`src/rtl/i2c_pkg.sv`:
```
// Shared types and constants for the I2C bus arbiter: FSM encoding,
// direction codes and the command/response payloads.
package i2c_pkg;

    typedef enum logic [2:0] {
        ST_IDLE  = 3'd0,
        ST_GRANT = 3'd1,
        ST_START = 3'd2,
        ST_WAIT  = 3'd3,
        ST_STOP  = 3'd4,
        ST_RESP  = 3'd5
    } state_e;

    localparam logic WR_WRITE = 1'b0;
    localparam logic WR_READ  = 1'b1;

    localparam logic [7:0] DEF_DEV_ADDR = 8'b1001_1101;

    typedef struct packed {
        logic       wr;
        logic [7:0] addr;
        logic [7:0] data;
    } cmd_t;

    typedef struct packed {
        logic       err;
        logic [7:0] data;
    } rsp_t;

    // Response byte: only a successful read returns data.
    function automatic logic [7:0] rsp_byte(input logic wr, input logic nack,
                                            input logic [7:0] rdata);
        return (wr == WR_READ && !nack) ? rdata : 8'h00;
    endfunction

endpackage

```
`src/rtl/i2c_rr_pick.sv`:
```
// Round-robin picker: first set request at or after ptr_i, wrapping
// modulo NREQ. Purely combinational.
module i2c_rr_pick #(
    parameter int unsigned NREQ = 4,
    parameter int unsigned IW   = 2
) (
    input  logic [NREQ-1:0] req_i,
    input  logic [IW-1:0]   ptr_i,
    output logic [NREQ-1:0] gnt_o,
    output logic [IW-1:0]   idx_o,
    output logic            any_o
);

    logic          found;
    logic [IW-1:0] cand;

    always_comb begin
        gnt_o = '0;
        idx_o = '0;
        found = 1'b0;
        cand  = '0;
        for (int unsigned i = 0; i < NREQ; i++) begin
            cand = IW'((32'(ptr_i) + i) % NREQ);
            if (!found && req_i[cand]) begin
                found       = 1'b1;
                gnt_o[cand] = 1'b1;
                idx_o       = cand;
            end
        end
        any_o = found;
    end

endmodule

```
`src/rtl/i2c_bus_arbiter.sv`:
```
// Shares one I2C master between NREQ clients: round-robin grant, command
// latch, start/stop sequencing, watchdog and one-hot response return.
module i2c_bus_arbiter
    import i2c_pkg::*;
#(
    parameter int unsigned NREQ    = 4,
    parameter int unsigned TIMEOUT = 255,
    parameter int unsigned TW      = 16
) (
    input  logic              clk,
    input  logic              rst,
    input  logic [NREQ-1:0]   req,
    input  logic [NREQ-1:0]   req_wr,
    input  logic [8*NREQ-1:0] req_addr,
    input  logic [8*NREQ-1:0] req_data,
    output logic [NREQ-1:0]   gnt,
    output logic [NREQ-1:0]   rsp_valid,
    output logic [7:0]        rsp_data,
    output logic              rsp_err,
    output logic              mst_start,
    output logic              mst_stop,
    output logic              mst_wr,
    output logic [7:0]        mst_addr,
    output logic [7:0]        mst_data,
    input  logic [7:0]        mst_rdata,
    input  logic              mst_done,
    input  logic              mst_nack,
    output logic              busy
);

    localparam int unsigned IW = (NREQ > 1) ? $clog2(NREQ) : 1;

    state_e          state_q,     state_d;
    logic [IW-1:0]   ptr_q,       ptr_d;
    logic [IW-1:0]   win_q,       win_d;
    logic [NREQ-1:0] gnt_q,       gnt_d;
    cmd_t            cmd_q,       cmd_d;
    rsp_t            rsp_q,       rsp_d;
    logic [TW-1:0]   wd_q,        wd_d;
    logic            start_q,     start_d;
    logic            stop_q,      stop_d;
    logic [NREQ-1:0] rsp_valid_q, rsp_valid_d;
    logic            busy_q,      busy_d;

    logic [NREQ-1:0] pick_gnt;
    logic [IW-1:0]   pick_idx;
    logic            pick_any;
    logic [TW-1:0]   wd_inc;

    logic [7:0] addr_arr [NREQ];
    logic [7:0] data_arr [NREQ];

    for (genvar g = 0; g < NREQ; g++) begin : g_unpack
        assign addr_arr[g] = req_addr[8*g +: 8];
        assign data_arr[g] = req_data[8*g +: 8];
    end

    i2c_rr_pick #(
        .NREQ (NREQ),
        .IW   (IW)
    ) u_pick (
        .req_i (req),
        .ptr_i (ptr_q),
        .gnt_o (pick_gnt),
        .idx_o (pick_idx),
        .any_o (pick_any)
    );

    assign wd_inc = wd_q + TW'(1);

    // Next-state and registered-output decode.
    always_comb begin
        state_d     = state_q;
        ptr_d       = ptr_q;
        win_d       = win_q;
        gnt_d       = gnt_q;
        cmd_d       = cmd_q;
        rsp_d       = rsp_q;
        wd_d        = wd_q;
        start_d     = 1'b0;
        stop_d      = 1'b0;
        rsp_valid_d = '0;

        case (state_q)
            ST_IDLE: begin
                if (pick_any) begin
                    win_d   = pick_idx;
                    gnt_d   = pick_gnt;
                    state_d = ST_GRANT;
                end
            end
            ST_GRANT: begin
                cmd_d   = '{wr: req_wr[win_q], addr: addr_arr[win_q], data: data_arr[win_q]};
                start_d = 1'b1;
                state_d = ST_START;
            end
            ST_START: begin
                wd_d    = '0;
                state_d = ST_WAIT;
            end
            ST_WAIT: begin
                wd_d = wd_inc;
                // A done on the timeout edge still counts as a completion.
                if (mst_done) begin
                    rsp_d   = '{err: mst_nack, data: rsp_byte(cmd_q.wr, mst_nack, mst_rdata)};
                    stop_d  = 1'b1;
                    state_d = ST_STOP;
                end else if (wd_inc == TW'(TIMEOUT)) begin
                    rsp_d   = '{err: 1'b1, data: 8'h00};
                    stop_d  = 1'b1;
                    state_d = ST_STOP;
                end
            end
            ST_STOP: begin
                rsp_valid_d = gnt_q;
                state_d     = ST_RESP;
            end
            ST_RESP: begin
                gnt_d   = '0;
                ptr_d   = (win_q == IW'(NREQ - 1)) ? '0 : win_q + IW'(1);
                state_d = ST_IDLE;
            end
            default: begin
                gnt_d   = '0;
                state_d = ST_IDLE;
            end
        endcase

        busy_d = (state_d != ST_IDLE);
    end

    always_ff @(posedge clk or negedge rst) begin
        if (!rst) begin
            state_q     <= ST_IDLE;
            ptr_q       <= '0;
            win_q       <= '0;
            gnt_q       <= '0;
            cmd_q       <= '{wr: WR_READ, addr: 8'h00, data: 8'h00};
            rsp_q       <= '{err: 1'b0, data: 8'h00};
            wd_q        <= '0;
            start_q     <= 1'b0;
            stop_q      <= 1'b0;
            rsp_valid_q <= '0;
            busy_q      <= 1'b0;
        end else begin
            state_q     <= state_d;
            ptr_q       <= ptr_d;
            win_q       <= win_d;
            gnt_q       <= gnt_d;
            cmd_q       <= cmd_d;
            rsp_q       <= rsp_d;
            wd_q        <= wd_d;
            start_q     <= start_d;
            stop_q      <= stop_d;
            rsp_valid_q <= rsp_valid_d;
            busy_q      <= busy_d;
        end
    end

    assign gnt       = gnt_q;
    assign rsp_valid = rsp_valid_q;
    assign rsp_data  = rsp_q.data;
    assign rsp_err   = rsp_q.err;
    assign mst_start = start_q;
    assign mst_stop  = stop_q;
    assign mst_wr    = cmd_q.wr;
    assign mst_addr  = cmd_q.addr;
    assign mst_data  = cmd_q.data;
    assign busy      = busy_q;

endmodule

```
`config.mk`:
```
export PLATFORM = sky130hd
export DESIGN_NAME = i2c_bus_arbiter
export DESIGN_NICKNAME = d
export VERILOG_FILES = /design/src/rtl/i2c_pkg.sv /design/src/rtl/i2c_rr_pick.sv /design/src/rtl/i2c_bus_arbiter.sv
export SDC_FILE = /design/constraint.sdc
export NUM_CORES = 1
export LEC_CHECK = 0
export CORE_UTILIZATION = 47
export DETAILED_ROUTE_END_ITERATION = 8
export PLACE_DENSITY = 0.81
export SLEW_MARGIN = 20
export SYNTH_ARGS = -nofsm -noshare
export SYNTH_HDL_FRONTEND = slang
export SYNTH_SLANG_ARGS = --single-unit
```
`constraint.sdc`:
```
create_clock -name clk -period 3.45 [get_ports clk]
set_input_delay 0.5175 -clock clk [delete_from_list [all_inputs] [get_ports clk]]
set_output_delay 0.5175 -clock clk [all_outputs]
set_load 0.02 [all_outputs]
```
==> impl_metrics.tcl <==
set metrics [dict create \
    status "finished clean" \
    syn_avg_cell_area_um2 10.7 \
    intPower_mw 2.39 \
    cts_setup_buffers 0 \
    hold_viol 0 \
    p_sw_mw 1.56 \
    cp-end-kind "register" \
    insertion_delay_ps 340 \
    fin_skew_ps 8.04 \
    setup_violations 0 \
    drv_cap 0 \
    die-area_um2 8260 \
    cts_tree "built" \
    leakage_nw 2.12 \
    fin_crit_ps 2840 \
    synth-seq-cells 60 \
    slew_headroom 0.451 \
    dp_hpwl_mm 6.93 \
    drtAntennaViolNets 0 \
    ctsHoldBuffers 0 \
    combinationalPowerShare 0.502 \
    grt_usage 0.233 \
    grt_overflow 0 \
    hold_class "primary input to async pin" \
    ir_drop_v 0.000375 \
    clk_pin_slew_ps 70 \
    wl_mm 9.20 \
    first_global_vias 3224 \
    coreArea_um2 7690 \
    cts_buffers 9 \
    gp_congestion 0.864 \
    n_antenna_cell 0 \
    maxSlewViolCount 0 \
    drc 0 \
    die_h_um 90.9 \
    drt_first_pass_iters 5 \
    antenna_found_initial 0 \
    period_share 0.824 \
    nNetsFinal 552 \
    wl_per_cell_um 16.3 \
    num_io_pins 121 \
    synthFlopType "dfrtp_1" \
    final-instance-count-excl-fill 565 \
    drive_above_1_share 0.168 \
    switching_share 0.395 \
    fmax_mhz 352 \
    arrival_ps 3070 \
    path_class "register to register" \
    power_density_nw_per_um2 761 \
    crit_fanout 12 \
    clockPowerShare 0.178 \
    synth-seq-area-share 0.405 \
    rows 32 \
    die_w_um 90.9 \
    synth-edff-count 0 \
    yosys_warnings 0 \
    rsz0062_at_grt "false" \
    clockRootBuffer "clkbuf_8" \
    cts_buffer_depth 2 \
    cp.required_ps 3670 \
    via_per_inst 5.81 \
    grt_pass1_wl_mm 15.2 \
    htreeDepth 3 \
    drt_iter0_markers 241 \
    cp-start-kind "register" \
    portBuffers 120 \
    placedCellCount 549 \
    synth_area_um2 3710 \
    synth_cell_types 52 \
    syn_inst 347 \
    start_util 0.483 \
    power_frac_seq 0.320 \
    worstMarginPinSlew_ps 824 \
    area_growth_pct 40.0 \
    clock-sinks 60 \
    grt_max_degree 35 \
    async_reset_ff_frac 1.00 \
    vias 3280 \
    syn_nets 441 \
    post_cts_resized 0 \
    fin_tns_setup_ps 0 \
]
[state kept, by name, summed over array words and instances (netlist names)]
name and flops:
state_q 3, mst_start 1, rsp_err 1, ptr_q 2, mst_wr 1, gnt 4, busy 1, rsp_data 8
win_q 2, wd_q 16, mst_data 8, mst_stop 1, rsp_valid 4, mst_addr 8
[per-layer routing]
metal  vias up  wire length, um  global-route usage
li1       1513                -                   -
met1      1621             3640               0.279
met2       129             4720               0.401
met3        17              675              0.0741
met4         0              159              0.0701
met5         -                0                   0
[path summary, 6_finish.rpt]
check | start | cells after the start | slack [ps] | to
setup / recovery | ptr_q[1]$_DFFE_PN0N_ | 7 | 610 | win_q[1]$_DFFE_PN0P_
hold / removal | rst | 1 | 240 | wd_q[10]$_DFFE_PN0P_
max in group asynchronous | rst | 2 | 2340 | mst_wr$_DFFE_PN1P_
setup reg to reg | ptr_q[1]$_DFFE_PN0N_ | 7 | 610 | win_q[1]$_DFFE_PN0P_
hold reg to reg | mst_addr[0]$_DFFE_PN0P_ | 1 | 510 | mst_addr[0]$_DFFE_PN0P_
min in group clk | mst_addr[0]$_DFFE_PN0P_ | 1 | 510 | mst_addr[0]$_DFFE_PN0P_
[worst max-delay path, cell delays in order, from the launching register on]
cell	delay (ps)
dfrtp_1	570
inv_1	170
ha_1	390
mux4_2	420
or4_1	590
nand3b_1	320
a311oi_1	100
a21o_1	170
[final cells by class]
| class | instances | area [um2] |
|---|---|---|
| sequential | 60 | 1500 |
| fill | 575 | 2490 |
| timing repair buffer | 127 | 1250 |
| clock buffer | 9 | 124 |
| inverter | 18 | 67.6 |
| tap | 102 | 128 |
| multi-input combinational | 242 | 2030 |
| clock inverter | 7 | 98.8 |
[Yosys cell counts, types with 5 or more instances]
| master | n | area share |
|---|---|---|
| ha_1 | 10 | 0.034 |
| mux2_2 | 21 | 0.064 |
| a22o_1 | 7 | 0.017 |
| clkbuf_1 | 15 | 0.015 |
| buf_2 | 5 | 0.0067 |
| mux4_2 | 21 | 0.13 |
| nor2_1 | 18 | 0.018 |
| a22oi_1 | 12 | 0.024 |
| and3_1 | 7 | 0.012 |
| nor3_1 | 11 | 0.015 |
| o21ai_0 | 30 | 0.040 |
| nand2_1 | 26 | 0.026 |
| a221oi_1 | 5 | 0.012 |
| dfrtp_1 | 59 | 0.40 |
| inv_1 | 18 | 0.018 |
| nand3_1 | 10 | 0.013 |
[stage by stage]
step,setup slack [ps],power [mW],area (um2),hold slack [ps],utilization
floorplan,654,2.51,3710,222,-
global placement,638,3.19,4970,490,0.647
detailed placement,530,3.26,4970,500,0.647
CTS,621,3.98,5200,261,0.676
global route,405,4.20,5200,300,0.676
finish,608,3.95,5200,242,0.676
[power groups by stage]
stage	clock (mW)	sequential (mW)	combinational [mW]
after global placement	0	1.26	1.93
after detailed placement	0	1.27	1.99
after CTS	0.721	1.26	2.00
after floorplan	0	1.34	1.17
final	0.703	1.26	1.99
after global routing	0.747	1.31	2.14
[placed cells by master, fill, tap and decap left out, types with 2 or more instances in the layout]
| cell type | Yosys | layout |
|---|---|---|
| a211oi_1 | 2 | 2 |
| a21o_1 | 4 | 4 |
| a21oi_1 | 4 | 4 |
| a221oi_1 | 5 | 5 |
| a22o_1 | 7 | 7 |
| a22oi_1 | 12 | 12 |
| a31oi_1 | 4 | 4 |
| a32o_1 | 2 | 2 |
| and2_1 | 2 | 2 |
| and3_1 | 7 | 7 |
| buf_4 | 3 | 7 |
| bufinv_16 | 0 | 2 |
| clkbuf_8 | 0 | 9 |
| clkdlybuf4s50_1 | 0 | 119 |
| dfrtp_1 | 59 | 59 |
| ha_1 | 10 | 10 |
| inv_1 | 18 | 18 |
| inv_6 | 0 | 2 |
| mux2_2 | 21 | 21 |
| mux2i_1 | 2 | 2 |
| mux4_2 | 21 | 21 |
| nand2_1 | 26 | 26 |
| nand2b_1 | 2 | 2 |
| nand3_1 | 10 | 10 |
| nand3b_1 | 4 | 4 |
| nand4_4 | 2 | 2 |
| nand4b_1 | 2 | 2 |
| nor2_1 | 18 | 18 |
| nor2b_1 | 3 | 3 |
| nor3_1 | 11 | 11 |
| nor4_1 | 2 | 2 |
| nor4_2 | 2 | 2 |
| o21ai_0 | 30 | 30 |
| o22ai_1 | 3 | 3 |
| o31ai_1 | 2 | 2 |
| or2_2 | 2 | 2 |
| xnor2_1 | 4 | 4 |
[kinds of logic (layout without fill, tap and decap cells)]
kind of cell / after synthesis / in the layout / synth area share
simple gates: 100 / 100 / 0.150
compound gates: 84 / 84 / 0.155
flops: 60 / 60 / 0.405
buf+inv: 45 / 161 / 0.0502
mux: 44 / 44 / 0.197
fa+ha+maj: 10 / 10 / 0.0337
xor+xnor: 4 / 4 / 0.00944
Power figures use the tool's default switching activity.
